## config.mk

```make
export PLATFORM = sky130hd
export DESIGN_NAME = pc_fetch_unit_flat
export DESIGN_NICKNAME = d
export VERILOG_FILES = /design/src/rtl/pc_fetch_unit_if.sv /design/src/rtl/pc_fetch_unit.sv /design/src/flat_wrapper.sv
export SDC_FILE = /design/constraint.sdc
export NUM_CORES = 1
export LEC_CHECK = 0
export ABC_AREA = 1
export CORE_MARGIN = 2
export CORE_UTILIZATION = 54
export CTS_BUF_LIST = sky130_fd_sc_hd__clkbuf_2
export DETAILED_ROUTE_END_ITERATION = 12
export PLACE_DENSITY = 0.82
export SYNTH_ARGS = -nofsm -noshare
export SYNTH_HDL_FRONTEND = slang
export SYNTH_SLANG_ARGS = --single-unit
```

## constraint.sdc

```tcl
create_clock -name clk -period 3.2 [get_ports clk]
set_clock_uncertainty 0.05 [all_clocks]
set_input_delay 0.96 -clock clk [delete_from_list [all_inputs] [get_ports clk]]
set_output_delay 0.96 -clock clk [all_outputs]
set_load 0.01 [all_outputs]
```

## src/rtl/pc_fetch_unit_if.sv

```systemverilog
// Fetch-unit bus: redirect controls, stall/ready handshake and fetch address.
// Optional PC_BRANCH_STATS_EN adds the TakenBranches/Jumps counters.
interface pc_fetch_unit_if #(
    parameter int WIDTH = 32
);
    logic             PCSrc;
    logic [WIDTH-1:0] BranchOffset;
    logic             Jump;
    logic [25:0]      JumpTarget;
    logic             Stall;
    logic             IMemReady;
    logic [WIDTH-1:0] PC;
    logic [WIDTH-1:0] PCPlus4;
    logic             IMemReq;
    logic             InstrValid;
    logic             RedirectPending;
`ifdef PC_BRANCH_STATS_EN
    logic [31:0]      TakenBranches;
    logic [31:0]      Jumps;
`endif

    // The fetch unit drives the fetch address; its environment drives the controls.
    modport master (
        input  PCSrc, BranchOffset, Jump, JumpTarget, Stall, IMemReady,
`ifdef PC_BRANCH_STATS_EN
        output TakenBranches, Jumps,
`endif
        output PC, PCPlus4, IMemReq, InstrValid, RedirectPending
    );

    modport slave (
        output PCSrc, BranchOffset, Jump, JumpTarget, Stall, IMemReady,
`ifdef PC_BRANCH_STATS_EN
        input  TakenBranches, Jumps,
`endif
        input  PC, PCPlus4, IMemReq, InstrValid, RedirectPending
    );
endinterface

```

## src/rtl/pc_fetch_unit.sv

```systemverilog
// Program counter and next-PC sequencer with a one-entry redirect buffer.
// Define PC_BRANCH_STATS_EN to add saturating taken-branch/jump counters.
module pc_fetch_unit #(
    parameter int               WIDTH    = 32,
    parameter logic [WIDTH-1:0] RESET_PC = 32'h0000_0000
) (
    input  logic            clk,
    input  logic            rst,
    pc_fetch_unit_if.master bus
);
    typedef enum logic [0:0] {
        BOOT  = 1'b0,
        FETCH = 1'b1
    } state_e;

    localparam logic [WIDTH-1:0] PC_STEP = WIDTH'(4);

    state_e           state_q, state_d;
    logic [WIDTH-1:0] pc_q, pc_d;
    logic [WIDTH-1:0] pend_pc_q, pend_pc_d;
    logic             pend_q, pend_d;
    logic             pend_jump_q, pend_jump_d;
    logic             valid_q, valid_d;

    logic [WIDTH-1:0] pc_plus4_s;
    logic [WIDTH-1:0] branch_tgt_s;
    logic [WIDTH-1:0] jump_tgt_s;
    logic [WIDTH-1:0] live_tgt_s;
    logic             live_s;
    logic             advance_s;

    // Redirect targets are always computed from the held PC, so a buffered one stays valid.
    always_comb begin
        pc_plus4_s   = pc_q + PC_STEP;
        branch_tgt_s = pc_plus4_s + (bus.BranchOffset << 2);
        jump_tgt_s   = {pc_plus4_s[WIDTH-1:28], bus.JumpTarget, 2'b00};
        live_s       = bus.Jump | bus.PCSrc;
        live_tgt_s   = bus.Jump ? jump_tgt_s : branch_tgt_s;
        advance_s    = (state_q == FETCH) & bus.IMemReady & ~bus.Stall;
    end

    // Next state, next PC and redirect buffer.
    always_comb begin
        state_d     = state_q;
        pc_d        = pc_q;
        pend_d      = pend_q;
        pend_pc_d   = pend_pc_q;
        pend_jump_d = pend_jump_q;
        valid_d     = advance_s;

        case (state_q)
            BOOT:    state_d = FETCH;
            FETCH:   state_d = FETCH;
            default: state_d = BOOT;
        endcase

        if (advance_s) begin
            if (live_s) begin
                pc_d = live_tgt_s;
            end else if (pend_q) begin
                pc_d = pend_pc_q;
            end else begin
                pc_d = pc_plus4_s;
            end
            pend_d = 1'b0;
        end else if (live_s) begin
            pend_d      = 1'b1;
            pend_pc_d   = live_tgt_s;
            pend_jump_d = bus.Jump;
        end else begin
            pend_d = pend_q;
        end
    end

    // State, PC and redirect-buffer registers.
    always_ff @(posedge clk) begin
        if (rst) begin
            state_q     <= BOOT;
            pc_q        <= RESET_PC;
            pend_q      <= 1'b0;
            pend_pc_q   <= '0;
            pend_jump_q <= 1'b0;
            valid_q     <= 1'b0;
        end else begin
            state_q     <= state_d;
            pc_q        <= pc_d;
            pend_q      <= pend_d;
            pend_pc_q   <= pend_pc_d;
            pend_jump_q <= pend_jump_d;
            valid_q     <= valid_d;
        end
    end

    assign bus.PC              = pc_q;
    assign bus.PCPlus4         = pc_plus4_s;
    assign bus.IMemReq         = (state_q == FETCH);
    assign bus.InstrValid      = valid_q;
    assign bus.RedirectPending = pend_q;

`ifdef PC_BRANCH_STATS_EN
    logic [31:0] taken_q, taken_d;
    logic [31:0] jumps_q, jumps_d;
    logic        applied_jump_s;
    logic        applied_branch_s;

    // A live redirect overrides the buffered one, so its source decides which counter moves.
    always_comb begin
        if (live_s) begin
            applied_jump_s   = advance_s & bus.Jump;
            applied_branch_s = advance_s & ~bus.Jump;
        end else begin
            applied_jump_s   = advance_s & pend_q & pend_jump_q;
            applied_branch_s = advance_s & pend_q & ~pend_jump_q;
        end
        if (applied_branch_s && (taken_q != 32'hFFFF_FFFF)) begin
            taken_d = taken_q + 32'd1;
        end else begin
            taken_d = taken_q;
        end
        if (applied_jump_s && (jumps_q != 32'hFFFF_FFFF)) begin
            jumps_d = jumps_q + 32'd1;
        end else begin
            jumps_d = jumps_q;
        end
    end

    // Statistics counters.
    always_ff @(posedge clk) begin
        if (rst) begin
            taken_q <= 32'd0;
            jumps_q <= 32'd0;
        end else begin
            taken_q <= taken_d;
            jumps_q <= jumps_d;
        end
    end

    assign bus.TakenBranches = taken_q;
    assign bus.Jumps         = jumps_q;
`endif
endmodule

```

## src/flat_wrapper.sv

```systemverilog
// flat-port wrapper written by rule: the top's interface ports become plain ports
module pc_fetch_unit_flat 
#(
    parameter int               WIDTH    = 32,
    parameter logic [WIDTH-1:0] RESET_PC = 32'h0000_0000
)
  (clk, rst, bus_PCSrc, bus_BranchOffset, bus_Jump, bus_JumpTarget, bus_Stall, bus_IMemReady, bus_PC, bus_PCPlus4, bus_IMemReq, bus_InstrValid, bus_RedirectPending);
  pc_fetch_unit_if #(.WIDTH(WIDTH)) bus_i ();
  input  logic clk;
  input  logic rst;
  input wire logic [$bits(bus_i.PCSrc)-1:0] bus_PCSrc;
  input wire logic [$bits(bus_i.BranchOffset)-1:0] bus_BranchOffset;
  input wire logic [$bits(bus_i.Jump)-1:0] bus_Jump;
  input wire logic [$bits(bus_i.JumpTarget)-1:0] bus_JumpTarget;
  input wire logic [$bits(bus_i.Stall)-1:0] bus_Stall;
  input wire logic [$bits(bus_i.IMemReady)-1:0] bus_IMemReady;
  output wire logic [$bits(bus_i.PC)-1:0] bus_PC;
  output wire logic [$bits(bus_i.PCPlus4)-1:0] bus_PCPlus4;
  output wire logic [$bits(bus_i.IMemReq)-1:0] bus_IMemReq;
  output wire logic [$bits(bus_i.InstrValid)-1:0] bus_InstrValid;
  output wire logic [$bits(bus_i.RedirectPending)-1:0] bus_RedirectPending;
  assign bus_i.PCSrc = bus_PCSrc;
  assign bus_i.BranchOffset = bus_BranchOffset;
  assign bus_i.Jump = bus_Jump;
  assign bus_i.JumpTarget = bus_JumpTarget;
  assign bus_i.Stall = bus_Stall;
  assign bus_i.IMemReady = bus_IMemReady;
  assign bus_PC = bus_i.PC;
  assign bus_PCPlus4 = bus_i.PCPlus4;
  assign bus_IMemReq = bus_i.IMemReq;
  assign bus_InstrValid = bus_i.InstrValid;
  assign bus_RedirectPending = bus_i.RedirectPending;
  pc_fetch_unit #(.WIDTH(WIDTH), .RESET_PC(RESET_PC)) u_core (.clk(clk), .rst(rst), .bus(bus_i));
endmodule
```

==> impl_metrics.py <==
metrics = {
    "synth": {
        "synthFlopType": "dfxtp_1",
        "yosysTopAreaCell": "nand2_1",
        "synthCells": 1103,
        "synth-async-reset-ratio_pct": 0,
        "synth.avg_cell_area_um2": 5.76,
        "synth_edf_count": 0,
        "synth.net_count": 1204,
        "yosysSeqAreaShare_pct": 21.1,
        "netlist.area_leader.share_pct": 23.0,
        "netlist_top_cells_area": "nand2_1 23%, dfxtp_1 21%, inv_1 10%",
        "ys_types": 42,
        "synth_area_um2": 6350,
        "ys_ff_latch": 67,
        "ys.warnings.count": 0,
    },
    "critical_path": {
        "timing_worst_setup_path_type": "flip-flop to primary output",
        "path_cells": "buf_4 > nand3_4 > nor2_2 > buf_4 > xor2_2 > buf_4 > clkdlybuf4s50_1",
        "cp-start-kind": "flip-flop",
        "critPathSlowestCell": "clkdlybuf4s50_1",
        "worstPathArrival_ns": 2.58,
        "cp_data_required_time_ns": 2.19,
        "cpPeakStageDelay_ns": 0.52,
        "crit_family": "buffers and inverters",
        "crit_buf_inv": 4,
        "end_kind": "primary output",
        "crit_fanout": 4,
        "cp_common_cell": "buf_4",
    },
    "cells_and_area": {
        "syn_to_final_growth_pct": 56.2,
        "layout.cells.non_filler": 1510,
        "fillers": 690,
        "final_cell_mix": "343 x nand2_1, 157 x inv_1, 135 x buf_4",
        "mostFrequentLayoutCell": "nand2_1",
        "post_route_cells_drive_above_1_share_pct": 31.2,
        "nets": 1463,
        "final_util_pct": 86.5,
        "antennaDiodeCount": 0,
    },
    "timing": {
        "relSlewSlack_pct": 49.9,
        "rsz0062_at_grt": "true",
        "worst_slack_ns": -0.386,
        "fin_crit_ns": 3.59,
        "clock.fmax_mhz": 279,
        "drv_slew": 0,
        "min_period_over_period_pct": 112,
        "hold_ws_ns": 0.421,
        "hold_violations": 0,
        "setup_viol": 41,
        "worst_pin_slew_ns": 0.751,
        "finalSetupTns_ns": -4.51,
    },
    "route": {
        "final_antenna_net_count": 0,
        "drc_errors": 0,
        "wl_per_cell_um": 19.0,
        "viasPerCell": 5.94,
        "drt_iter0_markers": 1116,
        "vias": 8962,
        "drt_wl_total_mm": 28.7,
        "dr.pass1.iters": 6,
    },
    "power_and_ir_drop": {
        "intPower_mw": 1.48,
        "p_clk_share_pct": 22.4,
        "p_leak_nw": 5.26,
        "total_power_mw": 2.43,
        "power_density_nw_per_um2": 245,
        "p_sw_mw": 0.948,
        "seqPwrFrac_pct": 38.0,
        "ir_drop_mv": 0.295,
        "pwr-share-comb_pct": 39.6,
        "switching_share_pct": 39.0,
    },
    "die": {
        "die_w_um": 112,
        "ios": 131,
        "floorplan.initialDensity_pct": 55.4,
        "fp-row-count": 39,
        "die_h_um": 112,
        "die-area_um2": 12700,
        "core_um2": 11500,
    },
    "grt": {
        "grt_pass1_wl_mm": 36.6,
        "antenna_found_initial": 0,
        "met1_usage_pct": 46.9,
        "busiest_layer": "met2",
        "track_usage_pct": 36.7,
        "overflow": 0,
        "grt_pass1_vias": 7485,
        "grt_max_degree": 44,
        "met3_usage_pct": 9.23,
        "grt_util_met2_pct": 60.1,
    },
    "job": {
        "maxCapViolCount": 0,
    },
    "clock_network": {
        "cts.path.max_buffers": 2,
        "clk_latency_ns": 0.63,
        "cts_tree": "done",
        "cts-root-buf": "clkbuf_2",
        "cts.sinks": 67,
        "cts.clk_slew.worst_paths_ns": 0.20,
        "numCtsBuffers": 9,
        "cts_htree_levels": 3,
    },
    "place": {
        "portBuffers": 128,
        "dp_hpwl_mm": 17.8,
        "gp_congestion": 0.937,
        "placedCellCount": 1454,
    },
    "min_path": {
        "hold_path.class": "flip-flop to flip-flop",
    },
    "outcome": {
        "status": "finished, violations left",
        "violations": "negative setup slack",
    },
}
## layout make-up
type,count,area (um^2),area share [%]
timing repair buffer,277,2470,24.9
clock inverter,6,56.3,0.567
sequential,67,1380,13.9
tap,143,179,1.80
multi-input combinational,823,5070,51.1
clock buffer,10,50.0,0.504
inverter,184,712,7.17
## registers in the layout, indices dropped and copies added (netlist names)
register,flops
u_core.pend_pc_q,32
u_core.bus.IMemReq,1
u_core.bus.PC,32
u_core.bus.InstrValid,1
u_core.bus.RedirectPending,1
## synth_stat cells, types with 2 or more instances
master / number
nor2_1: 70
a21oi_1: 54
nor2_4: 6
o211ai_1: 11
inv_2: 7
a22oi_1: 2
nor3_1: 7
dfxtp_1: 67
o21bai_1: 5
clkbuf_1: 17
or2_2: 14
nand2_1: 389
inv_1: 177
or2_1: 4
buf_1: 2
a22o_1: 2
o21ai_1: 8
a31oi_1: 2
xor2_1: 14
nand2_2: 13
nand3_1: 74
nand3b_1: 4
a21o_1: 6
ha_1: 36
buf_4: 5
nor3_2: 5
o22ai_1: 14
nand4_1: 9
nand2_4: 3
buf_2: 5
o21ai_0: 49
xnor2_1: 7
nor2_2: 6
## through the flow
stage,cell area [um^2],setup slack [ns]
final,9920,-0.386
after global routing,9920,-0.435
after CTS,8900,-0.229
after detailed placement,8510,-0.239
after global placement,8510,-0.182
after floorplan,6350,0.284
## final timing paths
check / startpoint / to / slack (ns) / cells past startpoint
max: u_core.bus.PC[2] / bus_PCPlus4[7] / -0.39 / 7
min: u_core.pend_pc_q[2] / u_core.pend_pc_q[2] / 0.42 / 2
max reg2reg: u_core.bus.PC[9] / u_core.bus.PC[15] / -0.30 / 19
min reg2reg: u_core.pend_pc_q[2] / u_core.pend_pc_q[2] / 0.42 / 2
## tightest hold or removal path, cell delays in order (launching register included)
cell and delay [ns]:
dfxtp_1 0.34, inv_1 0.06, a21oi_1 0.06
## logic make-up (layout without fill, tap and decap cells)
| family | after synthesis | in the layout | share of synthesized area [%] |
|---|---|---|---|
| buffers and inverters | 213 | 477 | 13.0 |
| flip-flops | 67 | 67 | 21.1 |
| adder cells (fa/ha/maj) | 37 | 37 | 7.40 |
| AO/OA/AOI/OAI | 156 | 156 | 13.8 |
| XOR/XNOR | 21 | 21 | 2.89 |
| AND/OR/NAND/NOR | 609 | 609 | 41.8 |
## what timing repair did
| action | CTS | global route |
|---|---|---|
| hold buffers | 0 | 0 |
| setup buffers | 16 | 25 |
| pin swaps | 18 | 52 |
| setup endpoints to repair | 33 | 67 |
| gates resized for setup | 107 | 241 |
## power groups by stage
stage	Clock [mW]	Sequential, mW	Combinational [mW]
2_1_floorplan	0	0.941	0.406
3_3_place_gp	0	0.935	0.760
4_1_cts	0.508	0.919	0.785
5_1_grt	0.561	0.926	1.02
6_report	0.544	0.922	0.963
3_5_place_dp	0	0.937	0.771
## metal layers
layer / vias to the layer above / part of all wire, %
met5: - / 0
met4: 0 / 6.0
met3: 210 / 12
met2: 712 / 46
met1: 4070 / 36
li1: 3970 / -
No activity file was read; power rests on OpenSTA's default activity.
